`src/rtl/main_control_if.sv`:
```
// ----------------------------------------------------------------------------
// main_control_if
//   Memory-mapped configuration/status bus for main_control.
//   mm_write_en : write strobe, one cycle
//   mm_read_en  : read strobe, one cycle
//   mm_addr     : register address
//   mm_wdata    : write data
//   mm_rdata    : registered read data (driven by the slave)
// ----------------------------------------------------------------------------
interface main_control_if;
    logic        mm_write_en;
    logic        mm_read_en;
    logic [7:0]  mm_addr;
    logic [31:0] mm_wdata;
    logic [31:0] mm_rdata;

    modport master (
        output mm_write_en, mm_read_en, mm_addr, mm_wdata,
        input  mm_rdata
    );

    modport slave (
        input  mm_write_en, mm_read_en, mm_addr, mm_wdata,
        output mm_rdata
    );
endinterface

```
`src/rtl/main_control.sv`:
```
// ----------------------------------------------------------------------------
// main_control
//   Channel-selection controller for a 4-input MPEG2-TS QoS switch.
//   Selects the output stream (manual, fixed priority, or priority with
//   fallback to the first healthy channel), pulses en_reset_counter every
//   reset_timer cycles, and snapshots err_count at each pulse.
// Ports
//   clk              : system clock, rising edge
//   rstn             : asynchronous active-low reset
//   valid[3:0]       : per-channel stream present
//   err_count[31:0]  : per-channel error count, byte i = channel i
//   sync[3:0]        : per-channel TS sync locked
//   mm               : memory-mapped config/status bus (slave side)
//   mux_control[1:0] : selected channel index
//   en_reset_counter : one-cycle pulse clearing the external error counters
// Registers
//   0x00 CFG    R/W  [0] fallback, [1] manual, [3:2] manual channel,
//                    [11:4] priority (slot k at [5+2k:4+2k]), [31:12] timer
//   0x01 STATUS RO   [1:0] mux_control, [5:2] valid & sync
//   0x02 ERR    RO   err_count snapshot
// ----------------------------------------------------------------------------
module main_control #(
    parameter int unsigned ERR_THRESHOLD = 3
) (
    input  logic                 clk,
    input  logic                 rstn,
    input  logic [3:0]           valid,
    input  logic [31:0]          err_count,
    input  logic [3:0]           sync,
    main_control_if.slave        mm,
    output logic [1:0]           mux_control,
    output logic                 en_reset_counter
);

    localparam logic [31:0] CFG_RESET   = 32'h0000_0E40;
    localparam logic [7:0]  ADDR_CFG    = 8'h00;
    localparam logic [7:0]  ADDR_STATUS = 8'h01;
    localparam logic [7:0]  ADDR_ERR    = 8'h02;

    logic [31:0] r_cfg;
    logic [31:0] r_rdata;
    logic [31:0] r_err_snap;
    logic [19:0] r_timer;
    logic [1:0]  r_mux;
    logic        r_pulse;

    logic        w_fallback;
    logic        w_manual;
    logic [1:0]  w_manual_chan;
    logic [7:0]  w_prio;
    logic [19:0] w_reset_timer;
    logic        w_cfg_wr;
    logic [3:0]  w_healthy;
    logic [1:0]  w_mux_next;
    logic [31:0] w_rd_value;
    logic        w_timer_hit;

    assign w_fallback    = r_cfg[0];
    assign w_manual      = r_cfg[1];
    assign w_manual_chan = r_cfg[3:2];
    assign w_prio        = r_cfg[11:4];
    assign w_reset_timer = r_cfg[31:12];
    assign w_cfg_wr      = mm.mm_write_en && (mm.mm_addr == ADDR_CFG);

    // reset_timer == 0 stops the timer, so the terminal compare is gated
    assign w_timer_hit   = (w_reset_timer != '0) && (r_timer == w_reset_timer - 20'd1);

    always_comb begin
        w_healthy = '0;
        for (int unsigned i = 0; i < 4; i++) begin
            w_healthy[i] = valid[i] & sync[i] &
                           (err_count[8*i +: 8] < 8'(ERR_THRESHOLD));
        end
    end

    // Walk priority slots from highest to lowest; hold current selection
    // when fallback finds no healthy channel.
    always_comb begin
        logic       found;
        logic [1:0] slot_chan;
        w_mux_next = r_mux;
        found      = 1'b0;
        slot_chan  = '0;
        if (w_manual) begin
            w_mux_next = w_manual_chan;
        end else if (!w_fallback) begin
            w_mux_next = w_prio[1:0];
        end else begin
            for (int unsigned k = 0; k < 4; k++) begin
                slot_chan = w_prio[2*k +: 2];
                if (!found && w_healthy[slot_chan]) begin
                    w_mux_next = slot_chan;
                    found      = 1'b1;
                end
            end
        end
    end

    always_comb begin
        w_rd_value = '0;
        case (mm.mm_addr)
            ADDR_CFG:    w_rd_value = r_cfg;
            ADDR_STATUS: w_rd_value = {26'd0, valid & sync, r_mux};
            ADDR_ERR:    w_rd_value = r_err_snap;
            default:     w_rd_value = '0;
        endcase
    end

    // Read data is captured from the pre-edge CFG, so a same-cycle
    // read and write of CFG returns the old value.
    always_ff @(posedge clk or negedge rstn) begin
        if (!rstn) begin
            r_cfg   <= CFG_RESET;
            r_rdata <= '0;
            r_mux   <= '0;
        end else begin
            if (w_cfg_wr) begin
                r_cfg <= mm.mm_wdata;
            end
            if (mm.mm_read_en) begin
                r_rdata <= w_rd_value;
            end
            r_mux <= w_mux_next;
        end
    end

    always_ff @(posedge clk or negedge rstn) begin
        if (!rstn) begin
            r_timer    <= '0;
            r_pulse    <= 1'b0;
            r_err_snap <= '0;
        end else if (w_cfg_wr) begin
            r_timer <= '0;
            r_pulse <= 1'b0;
        end else if (w_timer_hit) begin
            r_timer    <= '0;
            r_pulse    <= 1'b1;
            r_err_snap <= err_count;
        end else begin
            r_pulse <= 1'b0;
            if (w_reset_timer != '0) begin
                r_timer <= r_timer + 20'd1;
            end
        end
    end

    assign mm.mm_rdata      = r_rdata;
    assign mux_control      = r_mux;
    assign en_reset_counter = r_pulse;

endmodule

```
`src/flat_wrapper.sv`:
```
// flat-port wrapper written by rule: the top's interface ports become plain ports
module main_control_flat 
#(
    parameter int unsigned ERR_THRESHOLD = 3
)
  (clk, rstn, valid, err_count, sync, mux_control, en_reset_counter, mm_mm_write_en, mm_mm_read_en, mm_mm_addr, mm_mm_wdata, mm_mm_rdata);
  main_control_if mm_i ();
  input  logic clk;
  input  logic rstn;
  input  logic [3:0] valid;
  input  logic [31:0] err_count;
  input  logic [3:0] sync;
  output logic [1:0] mux_control;
  output logic en_reset_counter;
  input wire logic [$bits(mm_i.mm_write_en)-1:0] mm_mm_write_en;
  input wire logic [$bits(mm_i.mm_read_en)-1:0] mm_mm_read_en;
  input wire logic [$bits(mm_i.mm_addr)-1:0] mm_mm_addr;
  input wire logic [$bits(mm_i.mm_wdata)-1:0] mm_mm_wdata;
  output wire logic [$bits(mm_i.mm_rdata)-1:0] mm_mm_rdata;
  assign mm_i.mm_write_en = mm_mm_write_en;
  assign mm_i.mm_read_en = mm_mm_read_en;
  assign mm_i.mm_addr = mm_mm_addr;
  assign mm_i.mm_wdata = mm_mm_wdata;
  assign mm_mm_rdata = mm_i.mm_rdata;
  main_control #(.ERR_THRESHOLD(ERR_THRESHOLD)) u_core (.clk(clk), .rstn(rstn), .valid(valid), .err_count(err_count), .sync(sync), .mm(mm_i), .mux_control(mux_control), .en_reset_counter(en_reset_counter));
endmodule
```
`config.mk`:
```
export PLATFORM = sky130hd
export DESIGN_NAME = main_control_flat
export DESIGN_NICKNAME = d
export VERILOG_FILES = /design/src/rtl/main_control_if.sv /design/src/rtl/main_control.sv /design/src/flat_wrapper.sv
export SDC_FILE = /design/constraint.sdc
export NUM_CORES = 1
export LEC_CHECK = 0
export BUFFER_PORTS_ARGS = -buffer_cell sky130_fd_sc_hd__buf_2
export CAP_MARGIN = 10
export CORE_MARGIN = 1.5
export CORE_UTILIZATION = 61
export CTS_CLUSTER_DIAMETER = 100
export DETAILED_ROUTE_END_ITERATION = 10
export PLACE_DENSITY = 0.86
export SKIP_CTS_REPAIR_TIMING = 1
export SYNTH_ARGS = -nofsm -noshare
export SYNTH_HDL_FRONTEND = slang
export SYNTH_SLANG_ARGS = --single-unit
```
`constraint.sdc`:
```
create_clock -name clk -period 9.1 [get_ports clk]
set_input_delay 1.82 -clock clk [delete_from_list [all_inputs] [get_ports clk]]
set_output_delay 1.82 -clock clk [all_outputs]
set_load 0.05 [all_outputs]
```
### Yosys cells after proc, flatten, opt, wreduce, memory -nomap -nowiden

Cells that the tools add are included.

| storage, ports and cells | value |
|---|---|
| register bits | 119 |
| latch bits | 0 |
| RAM bits | 0 |
| memory bits (read-only) | 0 |
| input bits | 84 |
| output and inout port bits | 35 |
| word-level logic and storage cells | 71 |
| memories | 0 |

| cells by class | value |
|---|---|
| $add $sub $neg | 2 |
| $mul | 0 |
| div/mod/pow operators | 0 |
| magnitude comparators | 8 |
| equality and inequality tests | 4 |
| shifts and indexed selects | 0 |
| muxes and demuxes | 29 |
| bitwise logic cells | 10 |
| reduce and logical (&&, ||, !) cells | 12 |

Operator list:

| kind | number |
|---|---|
| $pmux W32 S3 | 1 |
| $mux W20 | 3 |
| $lt A8 B2 Y1 const B | 4 |
| $add A20 B1 Y20 const B | 1 |
| $eq A20 B20 Y1 | 1 |
| $reduce_bool A20 Y1 | 1 |
| $sub A20 B1 Y20 const B | 1 |
| $mux W1 | 15 |
| $lt A2 B3 Y1 const B | 4 |
| $mux W2 | 6 |
| $and A1 B1 Y1 | 8 |
| $bmux W1 S2 | 4 |
| $eq A8 B1 Y1 const B | 1 |
| $eq A8 B2 Y1 const B | 1 |
| $logic_not A8 Y1 | 1 |
| $ne A6 B5 Y1 const B | 1 |
| $logic_and A1 B1 Y1 | 5 |
| $and A4 B4 Y4 | 1 |
| $logic_not A1 Y1 | 3 |
| $reduce_bool A3 Y1 | 1 |
| $reduce_and A2 Y1 | 1 |
| $not A1 Y1 | 1 |

### Depth between registers and ports, before layout

| logic depth | value |
|---|---|
| depth in word-level cells | 22 |
| mapped depth | 12 |
| depth with buffers taken out | 9 |

### Worst setup path after synthesis

OpenSTA, ideal clock, no wires.

| timing path | value |
|---|---|
| path type | input-to-reg |
| start point | in err_count[14] |
| end point | reg u_core.r_mux[1], in the netlist u_core.mux_control[1] |
| library setup time | 0.124 ns |
| arrival time | 3.833 ns |
| data required time | 8.976 ns |
| setup slack | 5.143 ns |
| stages on the path | 7 |
| path buffers | 0 |
| path through | or4bb_1 > a211o_1 > mux2_2 > a21bo_2 > and4_1 > a221o_1 > a211o_1 |

| on the way | value |
|---|---|
| cells in the longest elaborated chain, start to end | 22 |
| elaborated cells on any way between the ends | 31 |
| classes of those cells | order compare (1); eq/ne (1); mux (22); bitwise (1); reduce/logical (6) |

Ends and longest elaborated chain:

| what | RTL line | text |
|---|---|---|
| start, declared | flat_wrapper.sv:11 | `input logic [31:0] err_count;` |
| $lt A8 B2 Y1 * | main_control.sv:72 | `(err_count[8*i +: 8] < 8'(ERR_THRESHOLD));` |
| $and A1 B1 Y1 * | main_control.sv:71 | `w_healthy[i] = valid[i] & sync[i] &` |
| $bmux W1 S2 | main_control.sv:91 | `if (!found && w_healthy[slot_chan]) begin` |
| $mux W1 (not written as such) | main_control.sv:91 |  |
| $mux W1 | main_control.sv:91 |  |
| $mux W1 | main_control.sv:86 | `end else if (!w_fallback) begin` |
| $mux W1 | main_control.sv:84 | `if (w_manual) begin` |
| $logic_not A1 Y1 | main_control.sv:91 |  |
| (+6 left out) | - |  |
| $mux W1 | main_control.sv:91 |  |
| $mux W1 | main_control.sv:86 |  |
| $mux W1 | main_control.sv:84 |  |
| $logic_not A1 Y1 | main_control.sv:91 |  |
| $logic_and A1 B1 Y1 | main_control.sv:91 |  |
| $mux W2 | main_control.sv:91 |  |
| $mux W2 | main_control.sv:86 |  |
| $mux W2 | main_control.sv:84 |  |
| end signal, assigned | main_control.sv:123 | `r_mux <= w_mux_next;` |
| end, declared | main_control.sv:44 | `logic [1:0] r_mux;` |

Every way passes the cells marked *; elsewhere a longest branch is shown, timed or not. The select of a mux whose other input is x is not followed.
A chain may end at the register's enable or synchronous reset.

### Final worst setup path

| timing path | value |
|---|---|
| start point | in mm_mm_addr[5] |
| end point | reg u_core.r_err_snap[0] |

| on the way | value |
|---|---|
| cells in the longest elaborated chain, start to end | 4 |

Ends and longest elaborated chain:

| what | RTL line | text |
|---|---|---|
| start, declared | flat_wrapper.sv:17 | `input wire logic [$bits(mm_i.mm_addr)-1:0] mm_mm_addr;` |
| $logic_not A8 Y1 | main_control.sv:63 | `assign w_cfg_wr = mm.mm_write_en && (mm.mm_addr == ADDR_CFG);` |
| $logic_and A1 B1 Y1 | main_control.sv:63 |  |
| $not A1 Y1 (no line) | - |  |
| $reduce_and A2 Y1 (no line) | - |  |
| end signal, assigned | main_control.sv:138 | `r_err_snap <= err_count;` |
| end, declared | main_control.sv:42 | `logic [31:0] r_err_snap;` |

No other way between the ends.

==> impl_metrics.tcl <==
set metrics [dict create \
    total_power_mw 1.46 \
    ir_drop_mv 0.167 \
    yosysUniqueCellTypes 66 \
    yosysWarnings 0 \
    first_pass_iters 7 \
    slew_viol_final 0 \
    synthArstFlopShare_pct 100 \
    setup_viol 0 \
    synth_fp_nets 681 \
    antenna_found_initial 0 \
    synth_edf_count 0 \
    antennaDiodeCount 0 \
    critPathMaxFanout 32 \
    max_freq_mhz 240 \
    final_common_cell "buf_2" \
    min_path_type "reg2reg" \
    fin_crit_ns 4.17 \
    fin_worst_skew_ns 0.00537 \
    grtUsageTotal_pct 31.3 \
    hpwl_mm 11.5 \
    cts_sinks 119 \
    critPathCapture "u_core.r_err_snap[0]" \
    grtUsageMet2_pct 51.6 \
    drive_gt1_share_pct 33.3 \
    worst_r2r_endpoint "u_core.r_err_snap[17]" \
    drv_cap 0 \
    synthFlopType "dfrtp_1" \
    status "finished, final reports clean" \
    grt_pass1_wl_mm 26.9 \
    grt-ovfl-total 0 \
    clk_pin_slew_worst_paths_ns 0.06 \
    finish.instance_area_sq_um 7630 \
    top_usage_layer "met2" \
    p_leak_nw 3.60 \
    p_per_area_nw_per_um2 192 \
    die-area_sq_um 11200 \
    rows 37 \
    met3_usage_pct 7.91 \
    grt_pass1_vias 5307 \
    rsz0062_at_grt "false" \
    drc_errors 0 \
    clockRootBuffer "clkbuf_8" \
    worst_slew_pin_slew_ns 1.23 \
    fp.dieH_um 106 \
    r2r-start "u_core.r_cfg[23]" \
    vias 5355 \
    gp_congestion 0.911 \
    seq_area_frac_synth_pct 46.2 \
    start_kind "input pin" \
    layout_common_cells "117 x buf_2, 115 x dfrtp_1, 42 x inv_1" \
    drtIter0Drc 448 \
    start_util_pct 62.9 \
    r2r_cells 7 \
    syn_area_per_cell_sq_um 10.9 \
    crit_start "mm_mm_addr[5]" \
    io_buffer_count 118 \
    grtUsageMet1_pct 39.7 \
    grt_max_degree 75 \
    crit_type "in2reg" \
    arrival_ns 4.59 \
    routed_via_density 6.31 \
    core-area_sq_um 10300 \
    clk_latency_ns 0.54 \
    timing.reg2reg.setup_slack_ns 5.09 \
    areaGrowthSynthToFinish_pct 18.1 \
    ys_ff_latch 119 \
    wl_per_cell_um 20.0 \
    postSynthCellCount 595 \
    cp-end-kind "register" \
    post-route-period-util_pct 45.8 \
    place_area_sq_um 7030 \
    slew_headroom_pct 18.1 \
    cp.required_ns 9.53 \
    boundaryPins 119 \
    tns_ns 0 \
    hold_viol 0 \
    syn_area_sq_um 6460 \
    ant_nets 0 \
    final_nets 785 \
    tritoncts "built" \
    final_util_pct 74.2 \
    cts_buffers 17 \
    fp.dieW_um 106 \
    clockBufferDepth 2 \
    routed_wl_mm 16.9 \
    cts_htree_levels 4 \
]
[cells in the mapped netlist (4+ instances only)]
cell type  number  area, sq um
nand2_1        19         71.3
inv_1          42          158
mux2_4         30          450
dfrtp_1       115         2880
nor2b_1         4         25.0
clkbuf_1       25         93.8
xnor2_1        18          158
nor3_1         10         50.1
a21oi_1        16         80.1
a211o_1         5         43.8
xor2_1         22          193
nand3_1        17         85.1
mux2i_1         9         90.1
and4_1          4         35.0
and3_1          6         37.5
nand2b_1        5         31.3
a31oi_1         4         25.0
dfstp_2         4          105
o21ai_0        12         60.1
nand4_1        15         93.8
nor4_1          8         50.1
a22oi_1        27          203
mux2_2         36          405
o22ai_1        32          200
nor2_1         38          143
o211ai_1        7         52.6
[stage by stage]
stage | hold slack, ns | setup WS (ns) | std cells
CTS | 0.514 | 4.98 | 847
global route | 0.524 | 4.78 | 848
detailed placement | 0.495 | 4.47 | 815
floorplan | 0.479 | 5.14 | 595
global placement | 0.490 | 4.63 | 815
finish | 0.512 | 4.93 | 848
[how the worst min path moves through the flow]
stage                                startpoint                     to  slack [ns]  depth (start not counted)
after global placement     u_core.r_err_snap[0]   u_core.r_err_snap[0]        0.49                          1
final                     u_core.r_err_snap[27]  u_core.r_err_snap[27]        0.51                          1
after detailed placement  u_core.r_err_snap[21]  u_core.r_err_snap[21]        0.50                          1
after CTS                 u_core.r_err_snap[27]  u_core.r_err_snap[27]        0.51                          1
after floorplan            u_core.r_err_snap[0]   u_core.r_err_snap[0]        0.48                          1
after global routing      u_core.r_err_snap[27]  u_core.r_err_snap[27]        0.52                          1
[cell families after synthesis]
logic type               share of synthesized area, %
XOR/XNOR                                         5.79
buffers and inverters                            5.91
AO/OA/AOI/OAI                                    13.2
AND/OR/NAND/NOR                                  13.9
adder cells (fa/ha/maj)                         0.387
multiplexers                                     14.6
flip-flops                                       46.2
[flip-flops by register name, summed over array words and instances, names as in the netlist]
signal and cells:
u_core.r_timer 20, u_core.r_cfg 32, u_core.en_reset_counter 1, u_core.mux_control 2, u_core.mm.mm_rdata 32, u_core.r_err_snap 32
[report_power, final]
group | switching [mW] | internal, mW
registers | 0.0416 | 0.558
clock network | 0.236 | 0.436
logic | 0.104 | 0.0895
[metal layers]
layer  routed length [um]  vias up  share of wire (%)
met5                    0        -                  0
li1                     -     2382                  -
met1                 6840     2667                 40
met3                 1190       52                7.1
met2                 8410      254                 50
met4                  490        0                2.9
[worst max-delay path: stages]
cell and delay [ns]:
buf_2 0.11, nor4_1 0.49, nand2_1 0.13, nor3_2 0.13, buf_4 0.32, nand2_1 0.12
or4b_2 1.03, mux2_2 0.43
[layout make-up]
| cell class | instances | area (sq um) |
|---|---|---|
| clock buffer | 23 | 467 |
| clock inverter | 9 | 123 |
| fill | 719 | 2650 |
| inverter | 42 | 158 |
| multi-input combinational | 396 | 3100 |
| sequential | 119 | 2980 |
| tap | 136 | 170 |
| timing repair buffer | 123 | 631 |
Note: power is estimated with default switching activity, not from simulation.
